File: src/rtl/axi_hp0_rd.sv
// AXI3 read master for the Zynq HP0 port: streams fixed-length INCR bursts out of a
// DDR ring region into a show-ahead FIFO and presents them on a valid/ready stream.
module axi_hp0_rd #(
   parameter logic [31:0] STAR_ADDR     = 32'h0100_0000,
   parameter logic [31:0] REGION_SIZE   = 32'h0040_0000,
   parameter int          AXI_BURST_LEN = 16,
   parameter int          FIFO_DEPTH    = 32
) (
   input  logic        AXI_clk,
   input  logic        rst,
   input  logic        i_enable,
   output logic [63:0] o_data,
   output logic        o_valid,
   input  logic        i_ready,
   output logic [31:0] o_burst_cnt,
   output logic        o_resp_err,
   output logic        o_len_err,
   output logic [31:0] AXI_araddr,
   output logic [3:0]  AXI_arlen,
   output logic [2:0]  AXI_arsize,
   output logic [1:0]  AXI_arburst,
   output logic [1:0]  AXI_arlock,
   output logic [3:0]  AXI_arcache,
   output logic [2:0]  AXI_arprot,
   output logic [3:0]  AXI_arqos,
   output logic [5:0]  AXI_arid,
   output logic        AXI_arvalid,
   input  logic        AXI_arready,
   input  logic [63:0] AXI_rdata,
   input  logic [5:0]  AXI_rid,
   input  logic [1:0]  AXI_rresp,
   input  logic        AXI_rlast,
   input  logic        AXI_rvalid,
   output logic        AXI_rready
);

   localparam int          PW          = $clog2(FIFO_DEPTH);
   localparam int          CW          = PW + 1;
   localparam int          BW          = $clog2(AXI_BURST_LEN + 1);
   localparam logic [31:0] BURST_BYTES = 32'(AXI_BURST_LEN * 8);
   localparam logic [31:0] END_ADDR    = STAR_ADDR + REGION_SIZE;
   localparam logic [CW-1:0] LEN_C     = CW'(AXI_BURST_LEN);
   localparam logic [CW-1:0] DEPTH_C   = CW'(FIFO_DEPTH);
   localparam logic [BW-1:0] LEN_B     = BW'(AXI_BURST_LEN);

   typedef enum logic [1:0] {IDLE, RADDR, RDATA, DONE} state_t;

   typedef struct packed {
      logic        vld;
      logic [63:0] data;
   } beat_t;

   state_t        state, state_nxt;
   logic [BW-1:0] beat_cnt;
   logic [CW-1:0] count;
   logic [CW-1:0] free;
   logic [PW-1:0] wr_ptr, rd_ptr;
   logic [63:0]   mem [FIFO_DEPTH];
   beat_t         push;
   logic          pop;
   logic          rd_hs;
   logic          beat_in_range;
   logic [31:0]   addr_inc, addr_nxt;
   logic          unused_rid;

   assign AXI_arlen   = 4'(AXI_BURST_LEN - 1);
   assign AXI_arsize  = 3'b011;
   assign AXI_arburst = 2'b01;
   assign AXI_arlock  = 2'b00;
   assign AXI_arcache = 4'b0010;
   assign AXI_arprot  = 3'h0;
   assign AXI_arqos   = 4'h0;
   assign AXI_arid    = 6'h0;
   assign unused_rid  = ^AXI_rid;

   assign rd_hs         = AXI_rvalid & AXI_rready;
   assign beat_in_range = beat_cnt < LEN_B;
   assign pop           = o_valid & i_ready;
   assign free          = DEPTH_C - count;
   assign o_valid       = count != '0;
   assign o_data        = mem[rd_ptr];

   // Beats past the burst length are dropped so the reserved FIFO space is never exceeded.
   always_comb begin
      push      = '0;
      push.vld  = rd_hs & beat_in_range;
      push.data = AXI_rdata;
   end

   always_comb begin
      addr_inc = AXI_araddr + BURST_BYTES;
      addr_nxt = (addr_inc >= END_ADDR) ? STAR_ADDR : addr_inc;
   end

   always_comb begin
      state_nxt = state;
      case (state)
         IDLE:    if (i_enable && free >= LEN_C) state_nxt = RADDR;
         RADDR:   if (AXI_arvalid && AXI_arready) state_nxt = RDATA;
         RDATA:   if (rd_hs && AXI_rlast) state_nxt = DONE;
         DONE:    state_nxt = IDLE;
         default: state_nxt = IDLE;
      endcase
   end

   always_ff @(posedge AXI_clk) begin
      if (rst) begin
         state       <= IDLE;
         AXI_araddr  <= STAR_ADDR;
         AXI_arvalid <= 1'b0;
         AXI_rready  <= 1'b0;
         o_burst_cnt <= '0;
         o_resp_err  <= 1'b0;
         o_len_err   <= 1'b0;
         beat_cnt    <= '0;
      end else begin
         state      <= state_nxt;
         AXI_rready <= (state_nxt == RDATA);
         // arvalid rises one cycle after entering RADDR and drops on the handshake edge
         if (state == RADDR)
            AXI_arvalid <= !(AXI_arvalid && AXI_arready);
         if (rd_hs) begin
            if (AXI_rresp != 2'b00) o_resp_err <= 1'b1;
            if (beat_in_range) beat_cnt <= beat_cnt + 1'b1;
            else               o_len_err <= 1'b1;
            if (AXI_rlast && (!beat_in_range || beat_cnt != LEN_B - 1'b1))
               o_len_err <= 1'b1;
         end
         if (state == DONE) begin
            o_burst_cnt <= o_burst_cnt + 32'd1;
            beat_cnt    <= '0;
            AXI_araddr  <= addr_nxt;
         end
      end
   end

   always_ff @(posedge AXI_clk) begin
      if (rst) begin
         count  <= '0;
         wr_ptr <= '0;
         rd_ptr <= '0;
      end else begin
         if (push.vld) wr_ptr <= wr_ptr + 1'b1;
         if (pop)      rd_ptr <= rd_ptr + 1'b1;
         case ({push.vld, pop})
            2'b10:   count <= count + 1'b1;
            2'b01:   count <= count - 1'b1;
            default: count <= count;
         endcase
      end
   end

   always_ff @(posedge AXI_clk) begin
      if (push.vld) mem[wr_ptr] <= push.data;
   end

endmodule

File: config.mk
export PLATFORM = sky130hd
export DESIGN_NAME = axi_hp0_rd
export DESIGN_NICKNAME = d
export VERILOG_FILES = /design/src/rtl/axi_hp0_rd.sv
export SDC_FILE = /design/constraint.sdc
export NUM_CORES = 2
export LEC_CHECK = 0
export ABC_AREA = 0
export CAP_MARGIN = 20
export CORE_ASPECT_RATIO = 1.25
export CORE_MARGIN = 2
export CORE_UTILIZATION = 58
export CTS_BUF_LIST = sky130_fd_sc_hd__clkbuf_16
export CTS_CLUSTER_SIZE = 20
export DETAILED_ROUTE_END_ITERATION = 10
export PLACE_DENSITY = 0.86
export SETUP_SLACK_MARGIN = 0.3
export SLEW_MARGIN = 20
export SYNTH_ARGS = -nofsm -noshare
export SYNTH_HDL_FRONTEND = slang
export SYNTH_SLANG_ARGS = --single-unit
File: constraint.sdc
create_clock -name AXI_clk -period 15.9 [get_ports AXI_clk]
set_input_delay 3.18 -clock AXI_clk [delete_from_list [all_inputs] [get_ports AXI_clk]]
set_output_delay 3.18 -clock AXI_clk [all_outputs]
set_load 0.005 [all_outputs]
==> results.md <==
- The count of cell types in the netlist is 55.
- Buffers added to address setup during post-CTS repair amount to 0.
- The routability congestion estimate is around 0.80.
- In this run the clock root is driven by a sky130_fd_sc_hd__clkbuf_16.
- The post-route setup TNS is 0 ps.
- The sequential cell area fraction in the yosys report is 0.7724.
- Static timing analysis puts the maximum clock frequency at about 120 MHz.
- The number of buffers created by CTS is 189.
- The detailed router placed 41200 vias in this run.
- The largest single stage delay on the critical path is 780 ps.
- The finished layout holds 5818 standard cells, fillers aside.
- The Yosys step of the flow raised 0 warnings.
- The transition time at the pin with the least slew margin is 1222 ps.
- The number of clock sinks is 2137.
- The via count of the first global-routing pass came to 42240.
- The first-pass GRT wire length is 320200 um.
- Walking the worst path, the cells encountered are buf_12 > buf_12 > mux4_2 > mux4_2 > mux2_2 > clkdlybuf4s50_1.
- The largest driver fanout on the critical path is about 120.
- The kind of start point of the critical path is a flip-flop.
- The initial DRC count is approximately 6700.
- The static leakage is around 28 nW.
- The count of final max-slew check failures is 0.
- After the last flow step, the layout net total stands at 3869.
- For the worst setup path, the data required time is 12720 ps.
- Summed over all layers, the global routing overflow is 0.
- The final worst-path cycle share is 0.5336.
- For met2 alone, demand over resource in global routing was 0.5247.
- For this run, global-route usage on met3 was measured as 0.06782.
- The share of synthesized registers carrying an async set or reset is 0.
- The maximum count of clock buffers along a single path is 3.
- In this run the tightest slew margin relative to its limit is 0.1854.
- Power spread over the standard cell area amounts to 119.4 mW/mm^2.
- The number of hold buffers added after CTS was 0.
- The relative area change from synthesis to final layout is 12.97%.
- Before antenna repair, the detailed router went through 6 iterations.
- Each instance of the synthesized netlist takes up on average 23.54 um^2.
- The region available for standard cell placement spans 0.1407 mm^2.
- The worst endpoint data arrival time is 5300 ps.
- The dominant delay contributor by cell family on the critical path is buffers and inverters.
- In the post-synthesis netlist, the cell with the most instances is sky130_fd_sc_hd__edfxtp_1.
- The met1 global-route usage is 0.4003.
- The time the worst path needs with I/O delays and setup is 8485 ps.
- After synthesis the netlist holds a flip-flop and latch count of 2137.
- The average routed wire per standard cell is a little under 40 um.
- The number of cell rows is 154.
- In the synthesized netlist the dominant register cell turns out to be sky130_fd_sc_hd__edfxtp_1.
- The maximum number of pins on one net before global-route repair is roughly 160.
- Once the clock tree was built, the resizer swapped 0 gates to a different size.
- The die footprint is 0.1443 mm^2.
- Setup repair after global routing left no endpoint under its margin.
- The clock arrives with approximately 46 ps of skew.
- The initial utilization of the core area, before any placement, comes to 0.5824.
- The cell count after synthesis is between 3000 and 4000.
- The area share of the largest cell type after synthesis is 0.7507.
- The total power consumption of the routed design is 11.05 mW.
- The count of placed standard cells including taps is 5456.
- The commonest cells after synthesis are sky130_fd_sc_hd__edfxtp_1 (2048), sky130_fd_sc_hd__mux4_2 (640), sky130_fd_sc_hd__nor2_1 (109).
- In this run the worst hold path is classified as flip-flop to flip-flop.
- TritonCTS built the clock tree.
- The global routing stage identified its most utilized layer as met2.
- In this run the remaining antenna-violating nets after routing total 0.
- The cell at the slowest stage of the critical path is sky130_fd_sc_hd__buf_12.
- The synthesized design spends more area on one cell type than any other, namely sky130_fd_sc_hd__edfxtp_1.
- The run finished with clean final reports.
- The worst setup path is captured at a primary output.
- The H-tree depth is 4.
- The synthesized cell area is 0.08193 mm^2.
- The hold violation count in the final report came to 0.
- The class of the most critical setup path is flip-flop to primary output.
- Using the TritonRoute via totals, the vias-per-cell ratio works out to a little over 7.
- The overall routing resource usage is 0.3169.
- Summed over all layers, the routed wires come to about 230000 um.
- Together, buffers and inverters on the worst path number 3.
- The count of unresolved DRC violations after routing is 0.
- Clock-pin slew was measured on the worst setup and hold paths at 60 ps.
- The synthesized design contains roughly 2000 enable-type register cells.
- The clock insertion delay at the later pin of the skew report is between 800 and 900 ps.
- The initial antenna violation count is 14.
- The fraction of final layout cells with drive strength greater than 1 is 0.2851.
- By area the synthesized netlist is led by sky130_fd_sc_hd__edfxtp_1 (75%), sky130_fd_sc_hd__mux4_2 (18%), sky130_fd_sc_hd__dfxtp_1 (2.2%).
- The chip height is between 400 and 500 um.
- VDD sags by at most about 0.1 mV.
- 240 I/O pins were placed.
- The final setup violation count is 0.
- The placed wire-length estimate is 103500 um.
- The count of buffers added on input and output ports is 198.
- The die boundary width is 340.2 um.
- Max-cap violations in this run came to 0.
state kept, by name (all words and copies together), names as in the netlist, named ones only:
| register | count |
|---|---|
| beat_cnt | 5 |
| o_resp_err | 1 |
| o_len_err | 1 |
| state | 2 |
| count | 6 |
| AXI_araddr | 25 |
| rd_ptr | 5 |
| AXI_rready | 1 |
| mem | 2048 |
| AXI_arvalid | 1 |
| wr_ptr | 5 |
| o_burst_cnt | 32 |
worst paths after layout:
kind | from | endpoint | slack, ps | depth (start not counted)
hold / removal | o_resp_err$_SDFFE_PP0P_ | o_resp_err$_SDFFE_PP0P_ | 470 | 2
hold reg to reg | o_resp_err$_SDFFE_PP0P_ | o_resp_err$_SDFFE_PP0P_ | 470 | 2
setup reg to reg | AXI_rready$_SDFF_PP0_ | mem[2][24]$_DFFE_PP_ | 11940 | 6
setup / recovery | flip-flop | o_data[42] | 7420 | 6
area by class of cell:
class	count	area, um^2
Timing Repair Buffer	279	2587
Multi-Input combinational cell	1156	17980
Sequential cell	2137	63300
Inverter	12	45.04
Clock inverter	161	1495
Tap cell	1872	2342
Antenna cell	10	25.02
Clock buffer	191	4780
Fill cell	8091	48110
stage by stage:
stage               hold slack [ps]  setup slack [ps]    util  area, um^2
floorplan                     442.1              8734       -       82050
global placement              447.4              8140  0.6135       86300
detailed placement            454.7              8097  0.6135       86300
CTS                           467.7              7141  0.6581       92570
global route                  484.7              7127  0.6579       92540
finish                        467.6              7415  0.6580       92550
metal layers:
| metal | vias to the layer above | wire [um] |
|---|---|---|
| met1 | 21280 | 71710 |
| met5 | - | 66 |
| li1 | 15300 | - |
| met2 | 3827 | 114800 |
| met3 | 785 | 26980 |
| met4 | 10 | 12720 |
worst register-to-register path, stage by stage, from the launching register on:
cell and delay (ps):
sky130_fd_sc_hd__dfxtp_1 370, sky130_fd_sc_hd__nand2_1 110, sky130_fd_sc_hd__nor2_1 100, sky130_fd_sc_hd__buf_4 240, sky130_fd_sc_hd__nand2_1 580, sky130_fd_sc_hd__nor2_4 1030
sky130_fd_sc_hd__buf_4 1030
where the power goes:
group	switching [mW]	leakage [nW]	internal, mW
Sequential	0.00235	19.1	6.16
Clock	2.14	3.22	2.60
Combinational	0.103	5.61	0.0442
placed cells by master, fill, tap and decap left out, drive strengths merged, types with 25 or more instances in the layout:
| cell | Yosys | routed |
|---|---|---|
| mux2 | 65 | 65 |
| xor2 | 29 | 29 |
| bufinv | 0 | 25 |
| edfxtp | 2048 | 2048 |
| nor2 | 109 | 109 |
| mux4 | 640 | 640 |
| clkbuf | 90 | 191 |
| nand4 | 25 | 25 |
| inv | 12 | 63 |
| clkdlybuf4s50 | 0 | 183 |
| dfxtp | 89 | 89 |
| nand2 | 65 | 65 |
| buf | 118 | 96 |
| conb | 2 | 35 |
| clkinv | 0 | 78 |
cell families (layout without fill, tap and decap cells):
family | count (synthesis) | in the layout | share of synthesized area
buf+inv | 220 | 643 | 0.01261
compound gates | 62 | 62 | 0.005055
simple gates | 290 | 290 | 0.01729
mux | 708 | 708 | 0.1852
flops | 2137 | 2137 | 0.7724
xor+xnor | 46 | 46 | 0.004918
other cells | 2 | 45 | 0.00009167
fa+ha+maj | 15 | 15 | 0.002383
(Power assumes the default switching activity.)
